[src/rtl/player_input_ctrl_pkg.sv]
// Shared definitions for the player input conditioning block: attack phase
// encoding and a small sizing helper.
package player_input_ctrl_pkg;

  localparam logic [1:0] PH_IDLE     = 2'd0;
  localparam logic [1:0] PH_STARTUP  = 2'd1;
  localparam logic [1:0] PH_ACTIVE   = 2'd2;
  localparam logic [1:0] PH_RECOVERY = 2'd3;

  function automatic int unsigned max3(input int unsigned a, input int unsigned b,
                                       input int unsigned c);
    int unsigned m;
    m = (a > b) ? a : b;
    return (m > c) ? m : c;
  endfunction

endpackage

[src/rtl/player_input_ctrl_btn_debounce.sv]
// Two-flop synchroniser plus counter debouncer for one raw button, with a
// rising-edge pulse that only fires once the button has been seen released.
module btn_debounce #(
  parameter int unsigned DEBOUNCE_CYCLES = 16
) (
  input  logic clk,
  input  logic rst,
  input  logic raw,
  output logic level,
  output logic rise
);
  localparam int unsigned CW = $clog2(DEBOUNCE_CYCLES) + 1;
  localparam logic [CW-1:0] CNT_LAST = CW'(DEBOUNCE_CYCLES - 1);

  logic          sync1_q, sync2_q;
  logic [1:0]    warm_q;
  logic          armed_q, armed_d;
  logic          level_q, level_d;
  logic          rise_q, rise_d;
  logic [CW-1:0] cnt_q, cnt_d;

  // Edges are armed only after a genuine low sample, so a button held
  // through reset never produces a press event.
  always_comb begin
    level_d = level_q;
    cnt_d   = '0;
    armed_d = armed_q | (warm_q[1] & ~sync2_q);
    if (sync2_q != level_q) begin
      if (cnt_q == CNT_LAST) begin
        level_d = sync2_q;
      end else begin
        cnt_d = cnt_q + CW'(1);
      end
    end
    rise_d = level_d & ~level_q & armed_q;
  end

  always_ff @(posedge clk) begin
    if (rst) begin
      sync1_q <= 1'b0;
      sync2_q <= 1'b0;
      warm_q  <= 2'b00;
      armed_q <= 1'b0;
      level_q <= 1'b0;
      rise_q  <= 1'b0;
      cnt_q   <= '0;
    end else begin
      sync1_q <= raw;
      sync2_q <= sync1_q;
      warm_q  <= {warm_q[0], 1'b1};
      armed_q <= armed_d;
      level_q <= level_d;
      rise_q  <= rise_d;
      cnt_q   <= cnt_d;
    end
  end

  assign level = level_q;
  assign rise  = rise_q;

endmodule

[src/rtl/player_input_ctrl.sv]
// Conditions raw buttons into move/jump controls for player_move and runs the
// fixed-timing attack sequence that locks out movement and jumping.
module player_input_ctrl
  import player_input_ctrl_pkg::*;
#(
  parameter int unsigned DEBOUNCE_CYCLES = 16,
  parameter int unsigned STARTUP_CYCLES  = 3,
  parameter int unsigned ACTIVE_CYCLES   = 4,
  parameter int unsigned RECOVERY_CYCLES = 6
) (
  input  logic       clk,
  input  logic       rst,
  input  logic       btn_left,
  input  logic       btn_right,
  input  logic       btn_jump,
  input  logic       btn_attack,
  input  logic       jump_active,
  input  logic       stun,
  output logic       move_left,
  output logic       move_right,
  output logic       jump,
  output logic [1:0] attack_phase,
  output logic       attack_hit,
  output logic       busy
);
  localparam int unsigned PW =
    $clog2(max3(STARTUP_CYCLES, ACTIVE_CYCLES, RECOVERY_CYCLES)) + 1;
  localparam logic [PW-1:0] STARTUP_LAST  = PW'(STARTUP_CYCLES - 1);
  localparam logic [PW-1:0] ACTIVE_LAST   = PW'(ACTIVE_CYCLES - 1);
  localparam logic [PW-1:0] RECOVERY_LAST = PW'(RECOVERY_CYCLES - 1);

  logic lvl_left, lvl_right, jump_rise, attack_rise;
  logic unused_rise_left, unused_rise_right, unused_lvl_jump, unused_lvl_attack;

  btn_debounce #(.DEBOUNCE_CYCLES(DEBOUNCE_CYCLES)) u_db_left (
    .clk(clk), .rst(rst), .raw(btn_left), .level(lvl_left), .rise(unused_rise_left));
  btn_debounce #(.DEBOUNCE_CYCLES(DEBOUNCE_CYCLES)) u_db_right (
    .clk(clk), .rst(rst), .raw(btn_right), .level(lvl_right), .rise(unused_rise_right));
  btn_debounce #(.DEBOUNCE_CYCLES(DEBOUNCE_CYCLES)) u_db_jump (
    .clk(clk), .rst(rst), .raw(btn_jump), .level(unused_lvl_jump), .rise(jump_rise));
  btn_debounce #(.DEBOUNCE_CYCLES(DEBOUNCE_CYCLES)) u_db_attack (
    .clk(clk), .rst(rst), .raw(btn_attack), .level(unused_lvl_attack), .rise(attack_rise));

  logic [1:0]    phase_q, phase_d;
  logic [PW-1:0] cnt_q, cnt_d;
  logic          move_left_q, move_left_d, move_right_q, move_right_d;
  logic          jump_q, jump_d, hit_q, busy_q;
  logic          idle, attack_acc;

  // Attack start has priority over a same-cycle jump; both are dropped under stun.
  always_comb begin
    idle         = (phase_q == PH_IDLE);
    attack_acc   = attack_rise & idle & ~stun;
    jump_d       = jump_rise & ~jump_active & idle & ~stun & ~attack_acc;
    move_left_d  = lvl_left & ~lvl_right & ~busy_q & ~stun;
    move_right_d = lvl_right & ~lvl_left & ~busy_q & ~stun;
    phase_d      = phase_q;
    cnt_d        = cnt_q + PW'(1);
    case (phase_q)
      PH_IDLE: begin
        cnt_d = '0;
        if (attack_acc) phase_d = PH_STARTUP;
      end
      PH_STARTUP: if (cnt_q == STARTUP_LAST) begin
        phase_d = PH_ACTIVE;
        cnt_d   = '0;
      end
      PH_ACTIVE: if (cnt_q == ACTIVE_LAST) begin
        phase_d = PH_RECOVERY;
        cnt_d   = '0;
      end
      PH_RECOVERY: if (cnt_q == RECOVERY_LAST) begin
        phase_d = PH_IDLE;
        cnt_d   = '0;
      end
      default: begin
        phase_d = PH_IDLE;
        cnt_d   = '0;
      end
    endcase
    if (stun) begin
      phase_d = PH_IDLE;
      cnt_d   = '0;
    end
  end

  always_ff @(posedge clk) begin
    if (rst) begin
      phase_q      <= PH_IDLE;
      cnt_q        <= '0;
      move_left_q  <= 1'b0;
      move_right_q <= 1'b0;
      jump_q       <= 1'b0;
      hit_q        <= 1'b0;
      busy_q       <= 1'b0;
    end else begin
      phase_q      <= phase_d;
      cnt_q        <= cnt_d;
      move_left_q  <= move_left_d;
      move_right_q <= move_right_d;
      jump_q       <= jump_d;
      hit_q        <= (phase_d == PH_ACTIVE);
      busy_q       <= (phase_d != PH_IDLE);
    end
  end

  assign move_left    = move_left_q;
  assign move_right   = move_right_q;
  assign jump         = jump_q;
  assign attack_phase = phase_q;
  assign attack_hit   = hit_q;
  assign busy         = busy_q;

endmodule

[config.mk]
export PLATFORM = sky130hd
export DESIGN_NAME = player_input_ctrl
export DESIGN_NICKNAME = d
export VERILOG_FILES = /design/src/rtl/player_input_ctrl_pkg.sv /design/src/rtl/player_input_ctrl_btn_debounce.sv /design/src/rtl/player_input_ctrl.sv
export SDC_FILE = /design/constraint.sdc
export NUM_CORES = 1
export LEC_CHECK = 0
export BUFFER_PORTS_ARGS = -buffer_cell sky130_fd_sc_hd__buf_2
export CORE_MARGIN = 5
export CORE_UTILIZATION = 40
export DETAILED_ROUTE_END_ITERATION = 10
export PLACE_DENSITY = 0.64
export SLEW_MARGIN = 30
export SYNTH_ARGS = -nofsm -noshare
export SYNTH_HDL_FRONTEND = slang
export SYNTH_HIERARCHICAL = 1
export SYNTH_SLANG_ARGS = --single-unit
[constraint.sdc]
create_clock -name clk -period 1.5 [get_ports clk]
set_clock_uncertainty 0.2 [all_clocks]
set_input_delay 0.15 -clock clk [delete_from_list [all_inputs] [get_ports clk]]
set_output_delay 0.15 -clock clk [all_outputs]
set_load 0.03 [all_outputs]
# Word-level counts from Yosys, hierarchy flattened

Index checks and enable logic that the tools add are counted.

Bits in registers: 51
Bits in latches: 0
Memory bits (writable): 0
Bits in read-only memories: 0
Input port bits: 8
Output and inout bits: 7
Word-level logic and storage cells: 110
Memories: 0

Add/sub/neg operators: 5
Multiply operators: 0
Divide/modulo/power cells: 0
Order comparisons: 0
Equal/unequal tests: 15
Shift-type cells: 0
Muxes and demuxes: 16
Bitwise logic cells: 34
Reduce and logical (&&, ||, !) cells: 9

Operators with widths:

| kind                                                | number |
|---|---|
| adder 5 x 1 -> 5 bit, second input constant         | 4 |
| equality test 5 x 4 -> 1 bit, second input constant | 4 |
| AND 1 bit                                           | 18 |
| case mux 4 bit (4 select lines)                     | 1 |
| NOT 1 bit                                           | 14 |
| two-way mux 4 bit                                   | 3 |
| OR reduction 3 bit                                  | 4 |
| two-way mux 2 bit                                   | 5 |
| equality test 4 x 2 -> 1 bit, second input constant | 2 |
| case mux 2 bit (4 select lines)                     | 1 |
| equality test 2 bit, second input constant          | 3 |
| two-way mux 1 bit                                   | 6 |
| adder 4 x 1 -> 4 bit, second input constant         | 1 |
| equality test 4 x 3 -> 1 bit, second input constant | 1 |
| inequality test 1 bit                               | 4 |
| AND reduction 2 bit                                 | 2 |
| equality test 2 x 1 -> 1 bit, second input constant | 1 |
| zero test 2 bit                                     | 1 |
| bitwise OR 1 bit                                    | 2 |
| nonzero test 2 bit                                  | 1 |
| OR reduction 2 bit                                  | 1 |

# Depth between registers and ports, before layout

Gate-level depths: netlist (run 1).

Depth in word-level cells: 7
Depth in mapped cells: 6
Depth with buffers taken out: 6

# Hierarchy

Netlist (run 1), hierarchy kept.

Modules (own cells, without submodules):

| module            | instances | cells an instance | area each (sq um) |
|---|---|---|---|
| btn_debounce      | 4         | 37                | 397.9 |
| player_input_ctrl | 1         | 52                | 524.3 |

# Worst setup path before layout (run 1)

Ideal clock, no wire load.

Path kind: reg-to-reg
Start: reg u_db_attack.cnt_q[0]
End: reg u_db_attack.cnt_q[2]
Arrival: 1.372 ns
Slack: -0.137 ns
Stages on the path, launching flop included: 6
Path buffers: 0
Path through: dfxtp_1 -> ha_1 -> and3_1 -> ha_1 -> or3_4 -> nor2_1

Cells in the longest elaborated chain, start to end: 2
Elaborated cells between the ends (all ways): 3

Ends and longest elaborated chain:

| element                                                      | line                                 | RTL |
|---|---|---|
| start: declaration                                           | player_input_ctrl_btn_debounce.sv:20 | `logic [CW-1:0] cnt_q, cnt_d;` |
| start signal: assignment                                     | player_input_ctrl_btn_debounce.sv:54 | `cnt_q <= cnt_d;` |
| branches (longest 2 deep; another with adder 5 x 1 -> 5 bit) | -                                    |  |

Several ways; the timed one is not identified.
A chain may end at the register's enable or synchronous reset.

==> metrics.csv, run 1 <==
stage;metric;value;unit
run_status;outcome;finished with violations;
run_status;failing checks;setup timing;
critical_path;crit path DAT;1.53;ns
logic_synthesis;cells after synthesis;180;
logic_synthesis;Net Count, Synth;199;
pwr;Leak;0.000948;uW
clocking;clock buffer depth;2;
place;gpl congestion;0.761;
place;IO Port Bufs;14;
grt;total track usage;10.5;%
floorplanning;Rows;25;
grt;grt ovf;0;
sta;setup tns final;-0.198;ns
clocking;CTS tree;yes;
routing;Routed WL;2890;microns
sta;crit path time final;1.53;ns
logic_synthesis;Synth Warn #;6;
floorplanning;Die Y;78.8;microns
flow_run;maxcap violations;0;
logic_synthesis;Mapped Avg Cell Area;10.5;sq um
clocking;CTS clk-pin slew, worst paths;0.09;ns
finish;ANT cells;0;
grt;GR Util met3;3.97;%
sta;final hold violation count;0;
routing;routed len/inst;10.4;microns
worst_hold_path;Hold Path Sink;u_db_jump/warm_q[0];
finish;layout cells sized above 1;43.8;%
sta;worst slew pin tran;0.322;ns
critical_path;R2R setup slack;-0.03;ns
routing;Starting DRT DRC Count;36;
grt;met1 Usage GRT;11.5;%
grt;pin count of the biggest net entering global routing;25;
sta;Worst slew margin;78.5;%
critical_path;reg2reg end;attack_hit;
finish;most frequent cells in the layout;dfxtp_1, buf_4, nor2_1, inv_1, buf_2;
grt;GRT met2 Usage;17.3;%
grt;initial antenna violation count;1;
floorplanning;Die X;78.8;microns
clocking;clk_lat worst skew;0.29;ns
sta;final setup fails;19;
floorplanning;CORE AREA;4660;sq um
critical_path;largest fanout on the critical path;4;
grt;number of global-route vias before repair;1237;
critical_path;crit start category;flip-flop;
critical_path;Req. time, crit path;1.50;ns
sta;RSZ-0062 raised after global routing;yes;
sta;final worst-path cycle share;102;%
finish;Area Overhead vs Synth;35.3;%
floorplanning;DIE AREA;6210;sq um
grt;GRT Max-Usage Layer;met2;
finish;post-layout util;55.0;%
routing;vias;1272;
floorplanning;Starting Density;40.6;%
pwr;Peak VDD IR;0.611;mV
critical_path;R2R Path Start;cnt_q[0];
pwr;Pwr Density;919;nW/um^2
clocking;clk sinks;51;
worst_hold_path;worst hold path type;in -> reg;
routing;Post-route DRC;0;
finish;most common cell after layout, fill and taps aside;dfxtp_1;
worst_hold_path;worst hold path cell count;3;
worst_hold_path;min-delay src;rst;
routing;drt via density;4.58;
critical_path;Crit Path Category;reg -> reg;
logic_synthesis;Mapped Area;1890;sq um
clocking;CTS Root Cell;clkbuf_8;
floorplanning;Top Ports;15;
grt;first-pass GRT wire length;5130;microns
clocking;TritonCTS buffer count;5;
routing;drt first pass iters;4;
sta;Fmax achieved;651;MHz
place;Final HPWL DP;2120;microns
critical_path;endpoint class of the critical path;flip-flop;
sta;Setup WS post-layout;-0.0350;ns
finish;Final nets;242;
clocking;Clock H-tree levels;2;
critical_path;worst-case reg-to-reg path depth;5;
sta;max-slew violations;0;
routing;Post-DRT Antenna Nets;0;
report_power, final:
part           internal [uW]  leakage, uW  switching [uW]
Combinational           44.9     0.000467            33.8
Clock                    473    0.0000594             419
Sequential              1370     0.000421            10.4
critical path: stages, from the launching register on:
cell and delay [ns]:
dfxtp_4 0.40, inv_4 0.04, ha_4 0.15, nor3b_4 0.15, a32o_2 0.24, o31a_1 0.26
state kept, by name, indices dropped and copies added (netlist names), 2 cells and up:
signal	flops
cnt_q	4
u_db_right/cnt_q	5
u_db_attack/warm_q	2
u_db_jump/warm_q	2
u_db_jump/cnt_q	5
u_db_left/cnt_q	5
attack_phase	2
u_db_attack/cnt_q	5
stage by stage:
step	power [uW]	hold WS, ns	setup slack, ns	cells	area, sq um
2_1_floorplan	1450	0.00652	-0.0108	180	2060
3_3_place_gp	1480	0.163	-0.0493	263	2310
3_5_place_dp	1480	0.164	-0.0651	263	2310
4_1_cts	2400	0.0501	-0.0489	277	2500
5_1_grt	2470	0.0620	-0.0873	278	2560
6_report	2350	0.0644	-0.0350	278	2560
layout make-up:
class                      instances  area, sq um
fill                             405         2100
inverter                          17         66.3
tap                               54         67.6
multi-input combinational        109         1000
sequential                        51         1040
clock buffer                       7          108
timing repair buffer              39          273
clock inverter                     1         5.00
timing repair:
item | in CTS | in global routing
pin swaps | 14 | 2
endpoints found under the setup margin | 27 | 29
hold buffers | 6 | 0
cloned | 0 | 0
endpoints found under the hold margin | 6 | 0
setup buffers | 0 | 1
resized for setup | 5 | 17
routing by layer:
metal	part of all wire, %	routed length [microns]
met1	48	1390
met4	1.0	29
met2	44	1280
met5	0.24	7
met3	6.3	182
worst max-delay path by stage:
stage                             startpoint                 end  depth (start not counted)
after floorplan                     cnt_q[0]          attack_hit                          5
after global placement              cnt_q[0]          attack_hit                          5
after detailed placement  u_db_jump/cnt_q[1]  u_db_jump/cnt_q[0]                          5
after CTS                           cnt_q[0]          attack_hit                          5
after global routing                cnt_q[0]            cnt_q[0]                          5
final                               cnt_q[0]          attack_hit                          5
Power figures use the tool's default switching activity.
==> inputs of run 2 (changes only) <==
CORE_ASPECT_RATIO = 1.2   (was unset)
==> metrics.csv, run 2 (synthesis results as in run 1) <==
stage;metric;value;unit;change
run_status;outcome;finished with violations;;
run_status;failing checks;setup timing;;
pwr;NetSw;503;uW;+8.6%
place;gpl congestion;0.672;;-12%
finish;post-layout util;56.1;%;+1.1 points
floorplanning;Die X;72.8;microns;-7.6%
flow_run;maxcap violations;0;;unchanged
grt;grt ovf;0;;unchanged
critical_path;endpoint class of the critical path;flip-flop;;
pwr;Peak VDD IR;0.663;mV;+8.4%
clocking;Clock H-tree levels;2;;unchanged
sta;final worst-path cycle share;104;%;+1.3 points
pwr;register share of total power;56.9;%;-1.9 points
routing;drt via density;4.67;;+2.1%
floorplanning;Die Y;85.4;microns;+8.3%
finish;Area Overhead vs Synth;36.2;%;
finish;most common cell after layout, fill and taps aside;dfxtp_1;;
place;Final HPWL DP;2320;microns;+9.5%
routing;Post-route DRC;0;;unchanged
critical_path;cell family with most CP delay;compound AO/OA/AOI/OAI gates;;
finish;ANT cells;0;;unchanged
critical_path;Cell Chain, Critical Path;inv_2, ha_4, nor3b_4, a32o_2, o31a_1;;
sta;final setup fails;20;;+1
clocking;TritonCTS buffer count;5;;unchanged
grt;number of global-route vias before repair;1271;;+2.7%
finish;Final nets;242;;unchanged
critical_path;largest fanout on the critical path;5;;+1
grt;total track usage;11.2;%;+0.69 points
floorplanning;Rows;27;;+8.0%
sta;crit path time final;1.55;ns;+0.0188 ns
floorplanning;Top Ports;15;;unchanged
clocking;clock buffer depth;2;;unchanged
pwr;P_int;1930;uW;+1.9%
place;placed insts;260;;-1.1%
finish;layout cells sized above 1;44.6;%;+0.89 points
critical_path;Crit Path Category;reg -> reg;;
routing;met2 WL post-DR;1700;microns;+33%
sta;Fmax achieved;644;MHz;-1.2%
place;IO Port Bufs;14;;unchanged
sta;max-slew violations;0;;unchanged
sta;Setup WS post-layout;-0.0538;ns;-0.0188 ns
sta;final hold violation count;0;;unchanged
routing;wl on met1;1360;microns;-1.9%
clocking;clk sinks;51;;unchanged
grt;pin count of the biggest net entering global routing;18;;-28%
clocking;CTS Root Cell;clkbuf_8;;
routing;Top Metal Used;met4;;
floorplanning;Starting Density;41.2;%;+0.59 points
routing;Post-DRT Antenna Nets;0;;unchanged
routing;vias;1317;;+3.5%
pwr;Final Power;2430;uW;+3.2%
finish;most frequent cells in the layout;dfxtp_1, buf_4, nor2_1, inv_1, buf_2;;
clocking;CTS clk-pin slew, worst paths;0.10;ns;about the same
sta;RSZ-0062 raised after global routing;yes;;
critical_path;CP peak stage delay;0.39;ns;about the same
critical_path;Req. time, crit path;1.50;ns;about the same
critical_path;R2R setup slack;-0.05;ns;-0.02 ns
routing;routed len/inst;11.5;microns;+11%
grt;first-pass GRT wire length;5440;microns;+6.1%
critical_path;crit path DAT;1.55;ns;+0.02 ns
worst_hold_path;worst hold path type;in -> reg;;
finish;fill count;437;;+7.9%
finish;fin cells;282;;+1.4%
routing;Starting DRT DRC Count;22;;-39%
routing;drt first pass iters;4;;unchanged
pwr;Clk network pwr share;39.6;%;+1.7 points
sta;Worst slew margin;70.4;%;-8.1 points
clocking;clk_lat worst skew;0.30;ns;about the same
critical_path;Slowest cell on crit path;dfxtp_4;;
pwr;Pwr Density;943;nW/um^2;+2.6%
floorplanning;CORE AREA;4590;sq um;-1.4%
pwr;Leak;0.000946;uW;-0.13%
routing;Routed WL;3240;microns;+12%
sta;worst slew pin tran;0.444;ns;+0.122 ns
critical_path;crit start category;flip-flop;;
sta;setup tns final;-0.461;ns;-0.263 ns
grt;initial antenna violation count;0;;-1
routing;WL met3;135;microns;-26%
clocking;CTS tree;yes;;
floorplanning;DIE AREA;6210;sq um;about the same
pwr;Comb power frac;3.5;%;+0.2 points
critical_path;CP bufs+invs;1;;unchanged
pwr;sw frac;20.7;%;+1.0 points
run 2: cell types whose count changed in the layout (fill, tap and decap cells not counted), sizes merged:
| cell | previous run | this run |
|---|---|---|
| bufinv | 0 | 1 |
| inv | 17 | 18 |
| clkbuf | 7 | 5 |
run 2: layer usage:
| layer | up-vias | global-route usage (%) |
|---|---|---|
| met1 | 618 | 12.4 |
| met5 | - | 0 |
| met3 | 4 | 3.08 |
| li1 | 679 | - |
| met4 | 0 | 5.03 |
| met2 | 16 | 19.5 |
run 2: final cells by class:
cell class / instances / area (sq um) / area share, %
Timing Repair Buffer: 39 / 273 / 10.6
Multi-Input combinational cell: 109 / 1010 / 39.2
Sequential cell: 51 / 1040 / 40.4
Tap cell: 58 / 72.6 / 2.82
Inverter: 17 / 63.8 / 2.48
Clock inverter: 3 / 47.5 / 1.84
Clock buffer: 5 / 68.8 / 2.67
run 2: per-stage QoR:
stage          area [sq um]  hold slack, ns  setup slack [ns]
5_1_grt                2580          0.0724           -0.0947
3_5_place_dp           2270           0.163           -0.0674
3_3_place_gp           2270           0.160           -0.0462
2_1_floorplan          2060         0.00652           -0.0108
6_report               2580          0.0676           -0.0538
4_1_cts                2500          0.0620           -0.0597
run 2: timing repair:
| item | 4_1_cts | 5_1_grt |
|---|---|---|
| pin swaps | 16 | 5 |
| endpoints found under the hold margin | 6 | 0 |
| hold buffers | 6 | 0 |
| resized for setup | 7 | 17 |
| setup buffers | 6 | 2 |
| endpoints found under the setup margin | 27 | 29 |
run 2: worst paths after layout:
check | endpoint | from | cells past startpoint
setup / recovery | attack_hit | cnt_q[0] | 5
setup reg to reg | attack_hit | cnt_q[0] | 5
hold reg to reg | u_db_jump/sync2_q | u_db_jump/sync1_q | 1
hold / removal | u_db_right/sync2_q | rst | 3
run 2: power groups by stage:
stage | Clock [uW] | Sequential [uW] | Combinational, uW
floorplan | 0 | 1410 | 34.4
global placement | 0 | 1420 | 63.6
detailed placement | 0 | 1420 | 66.7
CTS | 994 | 1380 | 81.8
global route | 1060 | 1390 | 95.9
finish | 961 | 1380 | 85.1
run 2: worst min-delay path, delay by kind of cell:
kind | cells | cell delay, ns
buf+inv | 2 | 0.32
simple gates | 1 | 0.06
